**src/rtl/matmul_pkg.sv**
```systemverilog
// Shared constants and types for the matmul accelerator control path.
package matmul_pkg;
    localparam int BUS_WIDTH   = 64;
    localparam int DATA_WIDTH  = 16;
    localparam int ADDR_WIDTH  = 32;
    localparam int SP_NTARGETS = 4;

    localparam int MAX_DIM = BUS_WIDTH / DATA_WIDTH;
    localparam int DIM_W   = $clog2(MAX_DIM);
    localparam int SPW     = $clog2(SP_NTARGETS);
    // Widest count is the skew flush, 2*MAX_DIM-1 cycles.
    localparam int CNT_W   = $clog2(2 * MAX_DIM);

    typedef enum logic [2:0] {
        IDLE,
        CLEAR,
        FEED,
        FLUSH,
        RD,
        WR,
        DONE
    } ctrl_state_t;
endpackage

```
**src/rtl/matmul_ctrl_cnt.sv**
```systemverilog
// Loadable down-counter that holds at zero and flags its terminal count.
module matmul_ctrl_cnt
    import matmul_pkg::*;
#(
    parameter int W = CNT_W
) (
    input  logic         clk,
    input  logic         rst,
    input  logic         load,
    input  logic [W-1:0] load_val,
    input  logic         dec,
    output logic [W-1:0] cnt,
    output logic         tc
);
    always_ff @(posedge clk) begin
        if (rst) begin
            cnt <= '0;
        end else if (load) begin
            cnt <= load_val;
        end else if (dec && (cnt != '0)) begin
            cnt <= cnt - 1'b1;
        end
    end

    assign tc = (cnt == '0);
endmodule

```
**src/rtl/matmul_ctrl.sv**
```systemverilog
// Sequencer for the matmul datapath: clear, feed K steps, flush skew, then
// write N result rows to the scratchpad with optional read-accumulate.
module matmul_ctrl
    import matmul_pkg::*;
(
    input  logic             clk_i,
    input  logic             rst_i,
    input  logic             start_i,
    input  logic [DIM_W-1:0] n_dim_i,
    input  logic [DIM_W-1:0] k_dim_i,
    input  logic [DIM_W-1:0] m_dim_i,
    input  logic             acc_mode_i,
    input  logic [SPW-1:0]   wr_target_i,
    input  logic [SPW-1:0]   rd_target_i,
    output logic             busy_o,
    output logic             done_o,
    output logic             pe_clear_o,
    output logic             feed_valid_o,
    output logic [DIM_W-1:0] k_idx_o,
    output logic             pe_flush_o,
    output logic [DIM_W-1:0] res_row_o,
    output logic             sp_rd_en_o,
    output logic             sp_wr_en_o,
    output logic [SPW-1:0]   sp_target_o,
    output logic [DIM_W-1:0] sp_addr_o,
    output logic             sp_acc_o
);
    ctrl_state_t state_q, state_d;

    logic [DIM_W-1:0] n_q, k_q, m_q;
    logic             acc_q;
    logic [SPW-1:0]   wr_q, rd_q;

    logic             step_load, step_dec, step_tc;
    logic [CNT_W-1:0] step_val, step_cnt;
    logic             row_load, row_dec, row_tc;
    logic [CNT_W-1:0] row_val, row_cnt;
    logic [DIM_W-1:0] row_idx;

    // Operation parameters are captured only when a start is accepted.
    always_ff @(posedge clk_i) begin
        if ((state_q == IDLE) && start_i) begin
            n_q   <= n_dim_i;
            k_q   <= k_dim_i;
            m_q   <= m_dim_i;
            acc_q <= acc_mode_i;
            wr_q  <= wr_target_i;
            rd_q  <= rd_target_i;
        end
    end

    always_ff @(posedge clk_i) begin
        if (rst_i) state_q <= IDLE;
        else       state_q <= state_d;
    end

    matmul_ctrl_cnt #(.W(CNT_W)) u_step_cnt (
        .clk(clk_i), .rst(rst_i), .load(step_load), .load_val(step_val),
        .dec(step_dec), .cnt(step_cnt), .tc(step_tc)
    );

    matmul_ctrl_cnt #(.W(CNT_W)) u_row_cnt (
        .clk(clk_i), .rst(rst_i), .load(row_load), .load_val(row_val),
        .dec(row_dec), .cnt(row_cnt), .tc(row_tc)
    );

    always_comb begin
        state_d   = state_q;
        step_load = 1'b0;
        step_val  = '0;
        step_dec  = 1'b0;
        row_load  = 1'b0;
        row_val   = '0;
        row_dec   = 1'b0;
        case (state_q)
            IDLE: begin
                if (start_i) begin
                    state_d   = CLEAR;
                    step_load = 1'b1;
                    step_val  = CNT_W'(k_dim_i);
                end
            end
            CLEAR: state_d = FEED;
            FEED: begin
                if (step_tc) begin
                    state_d   = FLUSH;
                    step_load = 1'b1;
                    step_val  = CNT_W'(n_q) + CNT_W'(m_q);
                end else begin
                    step_dec = 1'b1;
                end
            end
            FLUSH: begin
                if (step_tc) begin
                    state_d  = acc_q ? RD : WR;
                    row_load = 1'b1;
                    row_val  = CNT_W'(n_q);
                end else begin
                    step_dec = 1'b1;
                end
            end
            RD: state_d = WR;
            WR: begin
                if (row_tc) begin
                    state_d = DONE;
                end else begin
                    row_dec = 1'b1;
                    state_d = acc_q ? RD : WR;
                end
            end
            DONE:    state_d = IDLE;
            default: state_d = IDLE;
        endcase
    end

    // Row counter runs down from N-1, so the row index is its complement.
    assign row_idx = DIM_W'(CNT_W'(n_q) - row_cnt);

    always_comb begin
        busy_o       = (state_q != IDLE);
        done_o       = (state_q == DONE);
        pe_clear_o   = (state_q == CLEAR);
        feed_valid_o = (state_q == FEED);
        k_idx_o      = '0;
        pe_flush_o   = (state_q == FLUSH);
        res_row_o    = '0;
        sp_rd_en_o   = (state_q == RD);
        sp_wr_en_o   = (state_q == WR);
        sp_target_o  = '0;
        sp_addr_o    = '0;
        sp_acc_o     = 1'b0;
        if (state_q == FEED) k_idx_o = DIM_W'(CNT_W'(k_q) - step_cnt);
        if (state_q == RD) begin
            sp_target_o = rd_q;
            sp_addr_o   = row_idx;
        end
        if (state_q == WR) begin
            sp_target_o = wr_q;
            sp_addr_o   = row_idx;
            res_row_o   = row_idx;
            sp_acc_o    = acc_q;
        end
    end
endmodule

```
**config.mk**
```make
export PLATFORM = sky130hd
export DESIGN_NAME = matmul_ctrl
export DESIGN_NICKNAME = d
export VERILOG_FILES = /design/src/rtl/matmul_pkg.sv /design/src/rtl/matmul_ctrl_cnt.sv /design/src/rtl/matmul_ctrl.sv
export SDC_FILE = /design/constraint.sdc
export NUM_CORES = 1
export LEC_CHECK = 0
export ABC_CLOCK_PERIOD_IN_PS = 2200
export BUFFER_PORTS_ARGS = -buffer_cell sky130_fd_sc_hd__buf_2
export CORE_UTILIZATION = 50
export DETAILED_ROUTE_END_ITERATION = 16
export PLACE_DENSITY = 0.76
export RECOVER_POWER = 25
export SLEW_MARGIN = 20
export SYNTH_ARGS = -nofsm -noshare
export SYNTH_HDL_FRONTEND = slang
export SYNTH_SLANG_ARGS = --single-unit
```
**constraint.sdc**
```tcl
create_clock -name clk_i -period 2.2 [get_ports clk_i]
set_input_delay 0.22 -clock clk_i [delete_from_list [all_inputs] [get_ports clk_i]]
set_output_delay 0.22 -clock clk_i [all_outputs]
set_load 0.05 [all_outputs]
```
==> reports/results.tsv <==
stage	metric	value	unit
sta	hold_violations	0	
worst_setup_path	cp_max_fo	20	
global_route	grt_pass1_wl	3860	um
routing	vias_per_cell	5.61	
floorplanning	start_util	53.3	%
sta	rsz0062_at_grt	false	
worst_setup_path	start_kind	register	
logic_synthesis	syn-num-nets	143	
clock_tree	hold_buffers	0	
worst_setup_path	path_buf_inv	2	
sta	fin_crit	2.12	ns
power_and_ir_drop	vdd_ir_drop_max	700	uV
worst_setup_path	worst-path-stages	5	
global_route	use_met2	34.7	%
clock_tree	cts_tree	built	
clock_tree	cts.sinks	20	
worst_setup_path	rrSetupSlack	0.37	ns
floorplanning	fp.dieH	50.6	um
routing	drc_errors	0	
clock_tree	htreeDepth	1	
global_route	grt_max_degree	21	
final_layout	final_area	1390	um^2
sta	max_slew_margin	58.1	%
power_and_ir_drop	power_density	959	nW/um^2
sta	tns	0	ns
global_route	busiest_layer	met2	
routing	antenna_left	0	
place	io_buffers	29	
global_route	grt_pass1_vias	927	
sta	setup_viol	0	
final_layout	diodes	0	
power_and_ir_drop	power_leakage	0.637	nW
worst_setup_path	reg2reg_depth	6	
final_layout	utilization	63.0	%
logic_synthesis	yosysUniqueCellTypes	44	
final_layout	fin_nets	174	
clock_tree	cts_buffers	3	
floorplanning	fp-row-count	17	
run_status	status	finished clean	
run	drv_cap	0	
routing	first_iter_violations	21	
final_layout	area_growth	18.1	%
worst_setup_path	r2r_end	u_row_cnt.cnt[0]	
logic_synthesis	yosysSeqAreaShare	43.3	%
worst_hold_path	min_from	n_dim_i[1]	
worst_setup_path	crit_path_max_incr_delay	0.74	ns
worst_setup_path	crit_chain	and2b_1 -> nand2_1 -> inv_1 -> and2_1 -> buf_2	
global_route	antenna_found_initial	0	
routing	dr.pass1.iters	4	
clock_tree	clock-root-buffer	clkbuf_4	
worst_setup_path	critical_path_class	register to output pin	
floorplanning	die_area	2560	um^2
logic_synthesis	synth-edff-count	11	
worst_setup_path	slowest_stage	dfxtp_1	
routing	vias	1004	
floorplanning	core	2210	um^2
clock_tree	post_cts_buffers	0	
logic_synthesis	netlist_area	1180	um^2
sta	tightestPinTransition	0.627	ns
logic_synthesis	yosysTopAreaCellShare	28.0	%
floorplanning	design.portCount	30	
logic_synthesis	synthCells	121	
sta	fmax	471	MHz
worst_setup_path	critPathLaunch	state_q[1]	
worst_setup_path	cp.required	1.98	ns
worst_hold_path	whs_path_depth	1	
global_route	track_usage	20.3	%
sta	period_share	96.4	%
global_route	use_met1	24.4	%
logic_synthesis	synthArstFlopShare	0	%
logic_synthesis	synth.avg_cell_area	9.75	um^2
logic_synthesis	yosysTopAreaCell	edfxtp_1	
worst_hold_path	hold_class	primary input to register	
sta	report.final.slew_viol_count	0	
place	globalplace.congestion	0.861	
worst_setup_path	r2r-start	state_q[1]	
global_route	use_met3	3.64	%
logic_synthesis	synth-main-ff-cell	edfxtp_1	
worst_setup_path	path_delay_family	flip-flops	
clock_tree	clockBufferDepth	2	
clock_tree	clk_latency	0.30	ns
logic_synthesis	synth_area_leaders	edfxtp_1 (28%), dfxtp_1 (15%), ha_1 (7.4%)	
final_layout	finalNonFillerCells	179	
routing	wirelength	2310	um
final_layout	final_layout_size_suffix_gt1_share	25.8	%
sta	clock_skew	0.0125	ns
global_route	overflow	0	
place	place_area	1350	um^2
logic_synthesis	ys_ff_latch	20	
place	placedCellCount	175	
clock_tree	cts_resized	0	
floorplanning	die_w	50.6	um
worst_setup_path	cp_data_arrival_time	1.90	ns
logic_synthesis	yosys_warnings	0	
clock_tree	clk_pin_slew	0.12	ns
place	dp_hpwl	1800	um
routing	detail_route.wl_per_cell	12.9	um
worst_setup_path	cp-end-kind	output pin	
worst_hold_path	worstHoldEndpoint	n_q[1]	
[per-layer routing]
| metal | wire, um | vias up | part of all wire, % |
|---|---|---|---|
| met5 | 0 | - | 0 |
| met4 | 57 | 0 | 2.5 |
| met3 | 148 | 6 | 6.4 |
| met2 | 1150 | 46 | 50 |
| met1 | 956 | 462 | 41 |
| li1 | - | 490 | - |
[per-stage QoR]
stage / hold WS (ns) / worst slack (ns) / total power (W)
after detailed placement: 0.400 / 0.437 / 0.00109
final: 0.0904 / 0.0786 / 0.00134
after global routing: 0.0737 / 0.00298 / 0.00141
after global placement: 0.396 / 0.530 / 0.00108
after floorplan: 0.285 / 0.0472 / 0.000975
after CTS: 0.0909 / 0.111 / 0.00134
[worst max path at each step]
stage | slack, ns | endpoint
global route | 0.003 | sp_acc_o
global placement | 0.53 | sp_acc_o
floorplan | 0.05 | pe_clear_o
detailed placement | 0.44 | u_row_cnt.cnt[0]
CTS | 0.11 | sp_acc_o
finish | 0.08 | sp_acc_o
[area by class of cell]
type | instances | area [um^2]
Fill cell | 208 | 818
Multi-Input combinational cell | 86 | 599
Sequential cell | 20 | 510
Timing Repair Buffer | 32 | 168
Clock buffer | 4 | 47.5
Tap cell | 28 | 35.0
Inverter | 9 | 33.8
[kinds of logic after synthesis]
kind of cell | Yosys count | synth area share (%)
adder cells (fa/ha/maj) | 8 | 9.12
AND/OR/NAND/NOR | 45 | 20.5
buffers and inverters | 15 | 5.94
flip-flops | 20 | 43.3
XOR/XNOR | 6 | 4.45
AO/OA/AOI/OAI | 25 | 15.1
multiplexers | 2 | 1.70
[synthesized netlist by cell type (2+ instances only)]
library cell  instances
nand2b_1              5
nand2_1               7
nor4_1                2
o21ai_0               3
buf_2                 2
o211ai_1              2
inv_1                 9
o31a_1                2
xnor2_1               5
nor2_1               15
nor3_1                2
and2_1                2
mux2i_1               2
a21oi_1               7
nand3_1               2
nor3b_1               2
edfxtp_1             11
dfxtp_1               9
ha_1                  7
[cell usage in the layout (no fill, tap or decap), types with 2 or more instances in the layout]
master / synthesis / routed
a21oi_1: 7 / 7
and2_1: 2 / 2
buf_2: 2 / 29
buf_4: 1 / 3
clkbuf_4: 0 / 3
dfxtp_1: 9 / 9
edfxtp_1: 11 / 11
ha_1: 7 / 7
inv_1: 9 / 9
mux2i_1: 2 / 2
nand2_1: 7 / 7
nand2b_1: 5 / 5
nand3_1: 2 / 2
nor2_1: 15 / 15
nor3_1: 2 / 2
nor3b_1: 2 / 2
nor4_1: 2 / 2
o211ai_1: 2 / 2
o21ai_0: 3 / 3
o31a_1: 2 / 2
xnor2_1: 5 / 5
[sequential cells by signal (all words and copies together) (netlist names)]
register and cells:
state_q 3, u_row_cnt.cnt 3, u_step_cnt.cnt 3, k_q 2, m_q 2, n_q 2, rd_q 2, wr_q 2
acc_q 1
[worst register-to-register path: cells and delay by family, from the launching register on]
family	cells	cell delay, ns
buffers and inverters	1	0.10
and+or+nand+nor	3	0.56
DFF	1	0.74
xor gates and xnor gates	1	0.14
AOI/OAI and AO/OA	1	0.21
[where the power goes]
group          switching [W]  leakage, nW  total (W)  internal (W)
clock network       0.000110       0.0261   0.000248      0.000138
logic               0.000347        0.433   0.000556      0.000209
registers          0.0000664        0.178   0.000532      0.000466
Power figures use the tool's default switching activity.
